### src/rtl/scan_pkg.sv
`default_nettype none
// ============================================================================
//  Module      : scan_pkg
//  Description : Shared types and constants for the scan chain sequencer.
//  Revision    : 1.0 - initial release
// ============================================================================
package scan_pkg;

   // Largest chain the sequencer is intended to drive
   localparam int c_MAX_CHAIN_LEN = 64;

   // Sequencer phases; IDLE is the only state in which busy is low
   typedef enum logic [2:0] {
      IDLE      = 3'd0,
      SHIFT_IN  = 3'd1,
      CAPTURE   = 3'd2,
      SHIFT_OUT = 3'd3,
      DONE      = 3'd4
   } scan_state_t;

endpackage
`default_nettype wire

### src/rtl/scan_chain_ctrl_if.sv
`default_nettype none
// ============================================================================
//  Module      : scan_chain_ctrl_if
//  Description : Host / chain side signals of the scan chain sequencer.
//                The slave modport is the sequencer's view; the master
//                modport is the host plus the chain's serial output.
//  Revision    : 1.0 - initial release
// ============================================================================
interface scan_chain_ctrl_if #(
   parameter int CHAIN_LEN = 8
);
   logic                 start;
   logic [CHAIN_LEN-1:0] pattern;
   logic [CHAIN_LEN-1:0] expected;
   logic                 scan_out;
   logic                 mode;
   logic                 scan_in;
   logic                 busy;
   logic                 done;
   logic                 pass;
   logic [CHAIN_LEN-1:0] response;

   modport master (
      output start, pattern, expected, scan_out,
      input  mode, scan_in, busy, done, pass, response
   );

   modport slave (
      input  start, pattern, expected, scan_out,
      output mode, scan_in, busy, done, pass, response
   );
endinterface
`default_nettype wire

### src/rtl/scan_chain_ctrl.sv
`default_nettype none
// ============================================================================
//  Module      : scan_chain_ctrl
//  Description : Scan test sequencer for a single chain. Serially loads a
//                stimulus (MSB first), pulses one functional capture cycle,
//                unloads the response and compares it with the expected
//                vector. Every output is a register.
//  Revision    : 1.0 - initial release
// ============================================================================
module scan_chain_ctrl
   import scan_pkg::*;
#(
   parameter int CHAIN_LEN = 8
) (
   input  wire logic         clk,
   input  wire logic         rst,
   scan_chain_ctrl_if.slave  bus
);

   localparam int                c_CNT_W    = $clog2(CHAIN_LEN + 1);
   localparam logic [c_CNT_W-1:0] c_CNT_LOAD = c_CNT_W'(CHAIN_LEN - 1);

   scan_state_t          r_state,   w_state;
   logic [c_CNT_W-1:0]   r_cnt,     w_cnt;
   logic [CHAIN_LEN-1:0] r_sr,      w_sr;
   logic [CHAIN_LEN-1:0] r_exp,     w_exp;
   logic [CHAIN_LEN-1:0] r_resp,    w_resp;
   logic                 r_mode,    w_mode;
   logic                 r_scan_in, w_scan_in;
   logic                 r_busy,    w_busy;
   logic                 r_done,    w_done;
   logic                 r_pass,    w_pass;

   // Response with the pre-edge scan_out appended at bit 0
   logic [CHAIN_LEN-1:0] w_resp_shift;
   assign w_resp_shift = (r_resp << 1) | CHAIN_LEN'(bus.scan_out);

   // Next-state and next-output decode; r_sr holds the bits still to be sent,
   // already aligned so that its MSB is the next scan_in value
   always_comb begin
      w_state   = r_state;
      w_cnt     = r_cnt;
      w_sr      = r_sr;
      w_exp     = r_exp;
      w_resp    = r_resp;
      w_mode    = r_mode;
      w_scan_in = r_scan_in;
      w_pass    = r_pass;
      w_done    = 1'b0;

      case (r_state)
         IDLE: begin
            if (bus.start) begin
               w_state   = SHIFT_IN;
               w_cnt     = c_CNT_LOAD;
               w_sr      = bus.pattern << 1;
               w_exp     = bus.expected;
               w_resp    = '0;
               w_pass    = 1'b0;
               w_mode    = 1'b1;
               w_scan_in = bus.pattern[CHAIN_LEN-1];
            end
         end
         SHIFT_IN: begin
            if (r_cnt == '0) begin
               w_state   = CAPTURE;
               w_mode    = 1'b0;
               w_scan_in = 1'b0;
            end else begin
               w_cnt     = r_cnt - 1'b1;
               w_sr      = r_sr << 1;
               w_scan_in = r_sr[CHAIN_LEN-1];
            end
         end
         CAPTURE: begin
            w_state = SHIFT_OUT;
            w_mode  = 1'b1;
            w_cnt   = c_CNT_LOAD;
         end
         SHIFT_OUT: begin
            w_resp = w_resp_shift;
            if (r_cnt == '0) begin
               w_state = DONE;
               w_pass  = (w_resp_shift == r_exp);
               w_mode  = 1'b0;
               w_done  = 1'b1;
            end else begin
               w_cnt = r_cnt - 1'b1;
            end
         end
         DONE: begin
            w_state = IDLE;
         end
         default: begin
            w_state   = IDLE;
            w_mode    = 1'b0;
            w_scan_in = 1'b0;
         end
      endcase

      w_busy = (w_state != IDLE);
   end

   // State and output registers, cleared asynchronously together with the chain
   always_ff @(posedge clk or negedge rst) begin
      if (!rst) begin
         r_state   <= IDLE;
         r_cnt     <= '0;
         r_sr      <= '0;
         r_exp     <= '0;
         r_resp    <= '0;
         r_mode    <= 1'b0;
         r_scan_in <= 1'b0;
         r_busy    <= 1'b0;
         r_done    <= 1'b0;
         r_pass    <= 1'b0;
      end else begin
         r_state   <= w_state;
         r_cnt     <= w_cnt;
         r_sr      <= w_sr;
         r_exp     <= w_exp;
         r_resp    <= w_resp;
         r_mode    <= w_mode;
         r_scan_in <= w_scan_in;
         r_busy    <= w_busy;
         r_done    <= w_done;
         r_pass    <= w_pass;
      end
   end

   assign bus.mode     = r_mode;
   assign bus.scan_in  = r_scan_in;
   assign bus.busy     = r_busy;
   assign bus.done     = r_done;
   assign bus.pass     = r_pass;
   assign bus.response = r_resp;

endmodule
`default_nettype wire

### src/flat_wrapper.sv
// flat-port wrapper written by rule: the top's interface ports become plain ports
module scan_chain_ctrl_flat import scan_pkg::*;
#(
   parameter int CHAIN_LEN = 8
)
  (clk, rst, bus_start, bus_pattern, bus_expected, bus_scan_out, bus_mode, bus_scan_in, bus_busy, bus_done, bus_pass, bus_response);
  scan_chain_ctrl_if #(.CHAIN_LEN(CHAIN_LEN)) bus_i ();
  input  wire logic clk;
  input  wire logic rst;
  input wire logic [$bits(bus_i.start)-1:0] bus_start;
  input wire logic [$bits(bus_i.pattern)-1:0] bus_pattern;
  input wire logic [$bits(bus_i.expected)-1:0] bus_expected;
  input wire logic [$bits(bus_i.scan_out)-1:0] bus_scan_out;
  output wire logic [$bits(bus_i.mode)-1:0] bus_mode;
  output wire logic [$bits(bus_i.scan_in)-1:0] bus_scan_in;
  output wire logic [$bits(bus_i.busy)-1:0] bus_busy;
  output wire logic [$bits(bus_i.done)-1:0] bus_done;
  output wire logic [$bits(bus_i.pass)-1:0] bus_pass;
  output wire logic [$bits(bus_i.response)-1:0] bus_response;
  assign bus_i.start = bus_start;
  assign bus_i.pattern = bus_pattern;
  assign bus_i.expected = bus_expected;
  assign bus_i.scan_out = bus_scan_out;
  assign bus_mode = bus_i.mode;
  assign bus_scan_in = bus_i.scan_in;
  assign bus_busy = bus_i.busy;
  assign bus_done = bus_i.done;
  assign bus_pass = bus_i.pass;
  assign bus_response = bus_i.response;
  scan_chain_ctrl #(.CHAIN_LEN(CHAIN_LEN)) u_core (.clk(clk), .rst(rst), .bus(bus_i));
endmodule
### config.mk
export PLATFORM = sky130hd
export DESIGN_NAME = scan_chain_ctrl_flat
export DESIGN_NICKNAME = d
export VERILOG_FILES = /design/src/rtl/scan_pkg.sv /design/src/rtl/scan_chain_ctrl_if.sv /design/src/rtl/scan_chain_ctrl.sv /design/src/flat_wrapper.sv
export SDC_FILE = /design/constraint.sdc
export NUM_CORES = 1
export LEC_CHECK = 0
export ABC_AREA = 1
export CAP_MARGIN = 20
export CORE_MARGIN = 2
export CORE_UTILIZATION = 50
export CTS_BUF_LIST = sky130_fd_sc_hd__clkbuf_16
export CTS_CLUSTER_DIAMETER = 100
export CTS_CLUSTER_SIZE = 40
export DETAILED_ROUTE_END_ITERATION = 12
export HOLD_SLACK_MARGIN = 0.1
export PLACE_DENSITY = 0.8
export SYNTH_ARGS = -nofsm -noshare
export SYNTH_HDL_FRONTEND = slang
export SYNTH_SLANG_ARGS = --single-unit
### constraint.sdc
create_clock -name clk -period 2.1 [get_ports clk]
set_input_delay 0.315 -clock clk [delete_from_list [all_inputs] [get_ports clk]]
set_output_delay 0.315 -clock clk [all_outputs]
set_load 0.01 [all_outputs]
==> results of run 1 <==
[layout make-up]
cell class,count,area (sq um),area share
inverter,30,113,0.0520
sequential,35,876,0.404
tap,46,57.6,0.0266
clock buffer,5,125,0.0578
timing repair buffer,33,328,0.151
multi-input combinational,131,663,0.306
clock inverter,1,3.75,0.00173
[where the power goes]
| group | internal [uW] | total, uW | switching (uW) |
|---|---|---|---|
| Clock | 420 | 652 | 233 |
| Combinational | 481 | 1230 | 746 |
| Sequential | 924 | 1060 | 140 |
[state kept, by name, summed over array words and instances, names as in the netlist, 3 cells and up]
name and flops:
u_core.r_exp 8, u_core.r_cnt 4, u_core.r_state 3, u_core.r_sr 7, u_core.bus.response 8
[placed cells by master, fill, tap and decap left out]
master / Yosys / layout
o211ai_2: 1 / 1
a21oi_2: 6 / 6
inv_1: 28 / 29
clkbuf_16: 0 / 5
o21ai_1: 16 / 16
a21oi_1: 2 / 2
inv_2: 2 / 2
o22ai_1: 6 / 6
nand4_1: 2 / 2
nand2_2: 4 / 4
dfrtp_1: 35 / 35
buf_4: 0 / 1
clkdlybuf4s50_1: 0 / 32
xor2_1: 2 / 2
xnor2_1: 1 / 1
or2_2: 1 / 1
nor2_4: 2 / 2
nor2_1: 17 / 17
o21ai_0: 9 / 9
nand2_4: 1 / 1
nand3_1: 11 / 11
ha_1: 1 / 1
nand3_2: 1 / 1
nand2_1: 48 / 48
[per-layer routing]
metal,GRT usage,vias up,share of wire
li1,-,710,-
met1,0.235,624,0.45
met2,0.321,42,0.49
met3,0.0559,0,0.057
met4,0.0417,0,0
met5,0,-,0
[metrics by stage]
step	cells	power, uW	utilization	instance area [sq um]
global route	281	3200	0.654	2170
global placement	275	2240	0.615	2040
detailed placement	275	2290	0.615	2040
CTS	281	2960	0.654	2170
finish	281	2940	0.654	2170
floorplan	202	2010	-	1720
[kinds of logic after synthesis]
kind of cell,Yosys count,synth area share
buffers and inverters,36,0.103
adder cells (fa/ha/maj),1,0.00729
AND/OR/NAND/NOR,87,0.225
XOR/XNOR,3,0.0153
AO/OA/AOI/OAI,40,0.139
flip-flops,35,0.511
[path summary, 6_finish.rpt]
path                                        startpoint         endpoint  slack, ns  cells past startpoint
worst max-delay path            u_core.bus.response[3]  bus_response[3]       0.56                      1
worst min-delay path                               rst  u_core.r_exp[2]       0.46                      2
worst max register to register       u_core.r_state[2]   u_core.r_sr[1]       0.56                      7
worst min register to register         u_core.r_exp[0]  u_core.r_exp[0]       0.50                      2
max in group asynchronous                          rst   u_core.r_sr[4]       1.34                      2
min in group clk                       u_core.r_exp[0]  u_core.r_exp[0]       0.50                      2
==> flow_summary.toml, run 1 <==
[run_status]
status = "finished clean"

[run]
cap_violations = 0

[timing]
min_period_ns = 1.54
max_slew.worst_pin.slew_ns = 0.432
setup_violations = 0
fmax_mhz = 648
whs_ns = 0.461
slew_violations = 0
skew_ns = 0.00488
fin_setup_tns_ns = 0
grt_setup_unrepaired = "no"
hold_violations = 0
slew_headroom = 0.711
layout_setup_ws_ns = 0.557
period_share = 0.735

[floorplanning]
initial_core_util = 0.518
die-width_microns = 62.6
die_area_sq_um = 3920
core_sq_um = 3310
fp.dieH_microns = 62.6
io-pin-count = 33
rows = 21

[logic_synthesis]
seq_area_frac_synth = 0.511
syn_nets = 223
ys_seq_elements = 35
synth_edf_count = 0
synth_flop_cell = "dfrtp_1"
synth-warning-count = 0
synth_most_common_cell = "nand2_1"
synthCells = 202
async_reset_ff_frac = 1.00
yosys-top-cells-count = "nand2_1, dfrtp_1, inv_1"
netlist_area_sq_um = 1720
yosysTopAreaCell = "dfrtp_1"
ys_types = 24
synth_area_leaders = "dfrtp_1, nand2_1, inv_1"
synth_top_area_share = 0.511
synth.avg_cell_area_sq_um = 8.49

[clocking]
path_clk_slew_ns = 0.05
cts_buffers = 5
post_cts_buffers = 0
clockBufferDepth = 2
clockRootBuffer = "clkbuf_16"
cts-resized-gates = 0
cts.htree.levels = 2
cts_sinks = 35
cts_tree = "done"
clk_latency_ns = 0.27
postCtsHoldBufs = 0

[routing]
drc = 0
dr.first_iter.drc_count = 67
wl_per_cell_microns = 11.8
drt-total-wl_microns = 3320
drt_pass1_iterations = 4
detail-route-antenna-nets = 0
viasPerCell = 4.90
num_vias = 1376

[power]
p_per_area_nw_per_um2 = 1360
peakVddDrop_uv = 782
leakage_uw = 0.00104

[setup_path]
worst_path_max_delay_cell = "clkdlybuf4s50_1"
critPathMaxStageDelay_ns = 0.56
crit_required_ns = 1.78
path_delay_family = "buffers and inverters"
critical_path_class = "reg -> out"
cp_cell_sequence = "clkdlybuf4s50_1"
cp_max_fo = 3
endpoint_kind = "primary output"
worstPathArrival_ns = 1.23
cp-start-kind = "flop"
path_buf_inv = 1

[cells_and_area]
syn2layout_area_growth_pct = 26.3
num-nets-final = 257
diodes = 0
drive_above_1_share = 0.102
fillers = 304

[placement]
place.gp.congestion = 0.808
io_buffers = 32
hpwl_microns = 2320
pre_cts_ws_ns = 0.404

[grt]
grt_pass1_wl_microns = 5800
grt_max_degree = 36
grt_antenna_before_repair = 0
grt_pass1_vias = 1347
gr-usage-all-layers = 0.188
grt_remaining_overflow = 0

[min_path]
hold_class = "in -> async"
Note: power is estimated with default switching activity, not from simulation.
==> run 2: changes to the inputs <==
--- a/config.mk
+++ b/config.mk
@@ -8,13 +8,13 @@
 export ABC_AREA = 1
 export CAP_MARGIN = 20
 export CORE_MARGIN = 2
-export CORE_UTILIZATION = 50
+export CORE_UTILIZATION = 46
 export CTS_BUF_LIST = sky130_fd_sc_hd__clkbuf_16
 export CTS_CLUSTER_DIAMETER = 100
 export CTS_CLUSTER_SIZE = 40
 export DETAILED_ROUTE_END_ITERATION = 12
 export HOLD_SLACK_MARGIN = 0.1
-export PLACE_DENSITY = 0.8
+export PLACE_DENSITY = 0.78
 export SYNTH_ARGS = -nofsm -noshare
 export SYNTH_HDL_FRONTEND = slang
 export SYNTH_SLANG_ARGS = --single-unit
==> constraint.sdc (replaced) <==
create_clock -name clk -period 1.4 [get_ports clk]
set_input_delay 0.21 -clock clk [delete_from_list [all_inputs] [get_ports clk]]
set_output_delay 0.21 -clock clk [all_outputs]
set_load 0.01 [all_outputs]
==> run 2 against run 1 <==
  * Final cell count is 4.3% higher
  * Sequential power rose by 51%
  * Routed wire length is 7.9% higher
  * Global-route usage is 0.77 points higher
  * Worst hold slack got worse by 0.15 ns
  * Count of clock-buffer cells in the layout did not move
  * Sequential share of layout area is 2.1 points lower
  * Flip-flop and latch count unchanged
  * Design area up 5.7%
  * Utilization shrank 2.4 points
  * Combinational power rose by 64%
  * Clock skew decreased by 0.0016 ns
  * Largest power group unchanged
==> flow_summary.toml, run 2 (synthesis results as in run 1) <==
[clocking]
cts_sinks = 35
clockBufferDepth = 2
cts_buffers = 5
clockRootBuffer = "clkbuf_16"
path_clk_slew_ns = 0.05
postCtsHoldBufs = 0
clk_latency_ns = 0.28
cts.htree.levels = 2
cts_tree = "done"

[power]
combPwrFrac = 0.434
power_switching_uw = 1790
peakVddDrop_uv = 908
seq_power_share = 0.344
p_int_uw = 2860
p_sw_frac = 0.386
leakage_uw = 0.00122
clockPowerShare = 0.222
p_per_area_nw_per_um2 = 2030

[setup_path]
critical_path_class = "reg -> reg"
cp_max_fo = 14
cp-start-kind = "flop"
crit_required_ns = 1.56
worstPathArrival_ns = 1.50
endpoint_kind = "flop"
worst_path_max_delay_cell = "dfrtp_2"
cp_cell_sequence = "nor2_4 > nand2_2 > inv_2 > nand2_4 > buf_12 > nor2_1 > a21oi_2"
critPathMaxStageDelay_ns = 0.45

[routing]
detail-route-antenna-nets = 0
drt-total-wl_microns = 3590
viasPerCell = 4.85
num_vias = 1420
wl_per_cell_microns = 12.2
drc = 0
drt_pass1_iterations = 4
dr.first_iter.drc_count = 61

[timing]
min_period_ns = 1.34
hold_violations = 0
whs_ns = 0.310
slew_violations = 0
skew_ns = 0.00324
fmax_mhz = 747
grt_setup_unrepaired = "yes"
slew_headroom = 0.816
period_share = 0.956
setup_violations = 0
max_slew.worst_pin.slew_ns = 0.276
fin_setup_tns_ns = 0

[grt]
grt_remaining_overflow = 0
global_route.peak_usage_layer = "met2"
grt_pass1_vias = 1389
met1_usage = 0.255
gr-usage-all-layers = 0.195
grt_use_met2 = 0.326
grt_pass1_wl_microns = 6340
grt_max_degree = 36
grt_use_met3 = 0.0417
grt_antenna_before_repair = 0

[cells_and_area]
final_area_sq_um = 2290
syn2layout_area_growth_pct = 33.5
num-nets-final = 265
fillers = 335
layout_commonest_cell = "nand2_1"
drive_above_1_share = 0.147
mostFrequentLayoutCells = "nand2_1, dfrtp_1, inv_1"
diodes = 0

[placement]
io_buffers = 32
place.gp.congestion = 0.817
dpl_cell_area_sq_um = 2110
hpwl_microns = 2520

[floorplanning]
io-pin-count = 33
die-width_microns = 65.1
initial_core_util = 0.472
die_area_sq_um = 4230
rows = 22
fp.dieH_microns = 65.1
core_sq_um = 3630

[min_path]
hold_class = "in -> async"

[run]
cap_violations = 0

[run_status]
status = "finished clean"
==> run 2: changes by cell type in the layout (fill, tap and decap cells not counted), moves of 2 or more <==
cell	previous run	this run
buf_12	0	2
clkdlybuf4s50_1	32	21
dlygate4sd2_1	0	5
buf_4	1	7
nand2_1	48	46
o21ai_0	9	6
o21ai_1	16	19
dlymetal6s2s_1	0	6
==> run 2: critical path: cells and delay by family (launching register included) <==
family          cells  cell delay, ns
compound gates      1            0.05
buf+inv             2            0.28
flops               1            0.45
simple gates        4            0.44
==> run 2: per-layer routing <==
metal  part of all wire  vias up  routed length, microns
met5                  0        -                       0
met4              0.013        0                      46
met3              0.042        5                     151
met2               0.48       28                    1730
met1               0.46      656                    1660
li1                   -      731                       -
==> run 2: per-stage QoR <==
step	util	std cells	setup slack, ns	power [uW]
floorplan	-	202	0.114	3020
global placement	0.581	283	0.0513	3480
detailed placement	0.581	283	0.0156	3570
CTS	0.617	291	0.00718	4600
global route	0.630	293	-0.0249	5040
finish	0.630	293	0.0621	4650
==> run 2: cell type report <==
class / instances / area (sq um) / area share
clock buffers: 5 / 125 / 0.0546
clock inverters: 3 / 12.5 / 0.00546
inverters: 30 / 113 / 0.0492
multi-input cells: 131 / 681 / 0.297
flip-flops and latches: 35 / 877 / 0.383
well taps: 48 / 60.1 / 0.0262
repair buffers: 41 / 422 / 0.184
==> run 2: final timing paths <==
path | to | start | depth (start not counted) | slack (ns)
max | u_core.r_exp[7] | u_core.r_state[2] | 7 | 0.06
min | u_core.r_exp[0] | rst | 2 | 0.31
max reg2reg | u_core.r_exp[7] | u_core.r_state[2] | 7 | 0.06
min reg2reg | u_core.r_exp[4] | u_core.r_exp[4] | 2 | 0.50
max in group asynchronous | u_core.r_state[2] | rst | 2 | 0.90
min in group clk | u_core.r_exp[4] | u_core.r_exp[4] | 2 | 0.50
==> run 2: power groups by stage <==
stage | logic (uW) | registers, uW | clock network, uW
after global routing | 2290 | 1640 | 1110
final | 2020 | 1600 | 1030
after CTS | 1960 | 1600 | 1040
after floorplan | 1420 | 1590 | 0
after detailed placement | 1950 | 1620 | 0
after global placement | 1890 | 1590 | 0
==> run 2: timing repair <==
item,CTS,global route
pin swaps,0,1
setup buffers,0,2
resized for setup,5,14
endpoints found under the setup margin,5,30
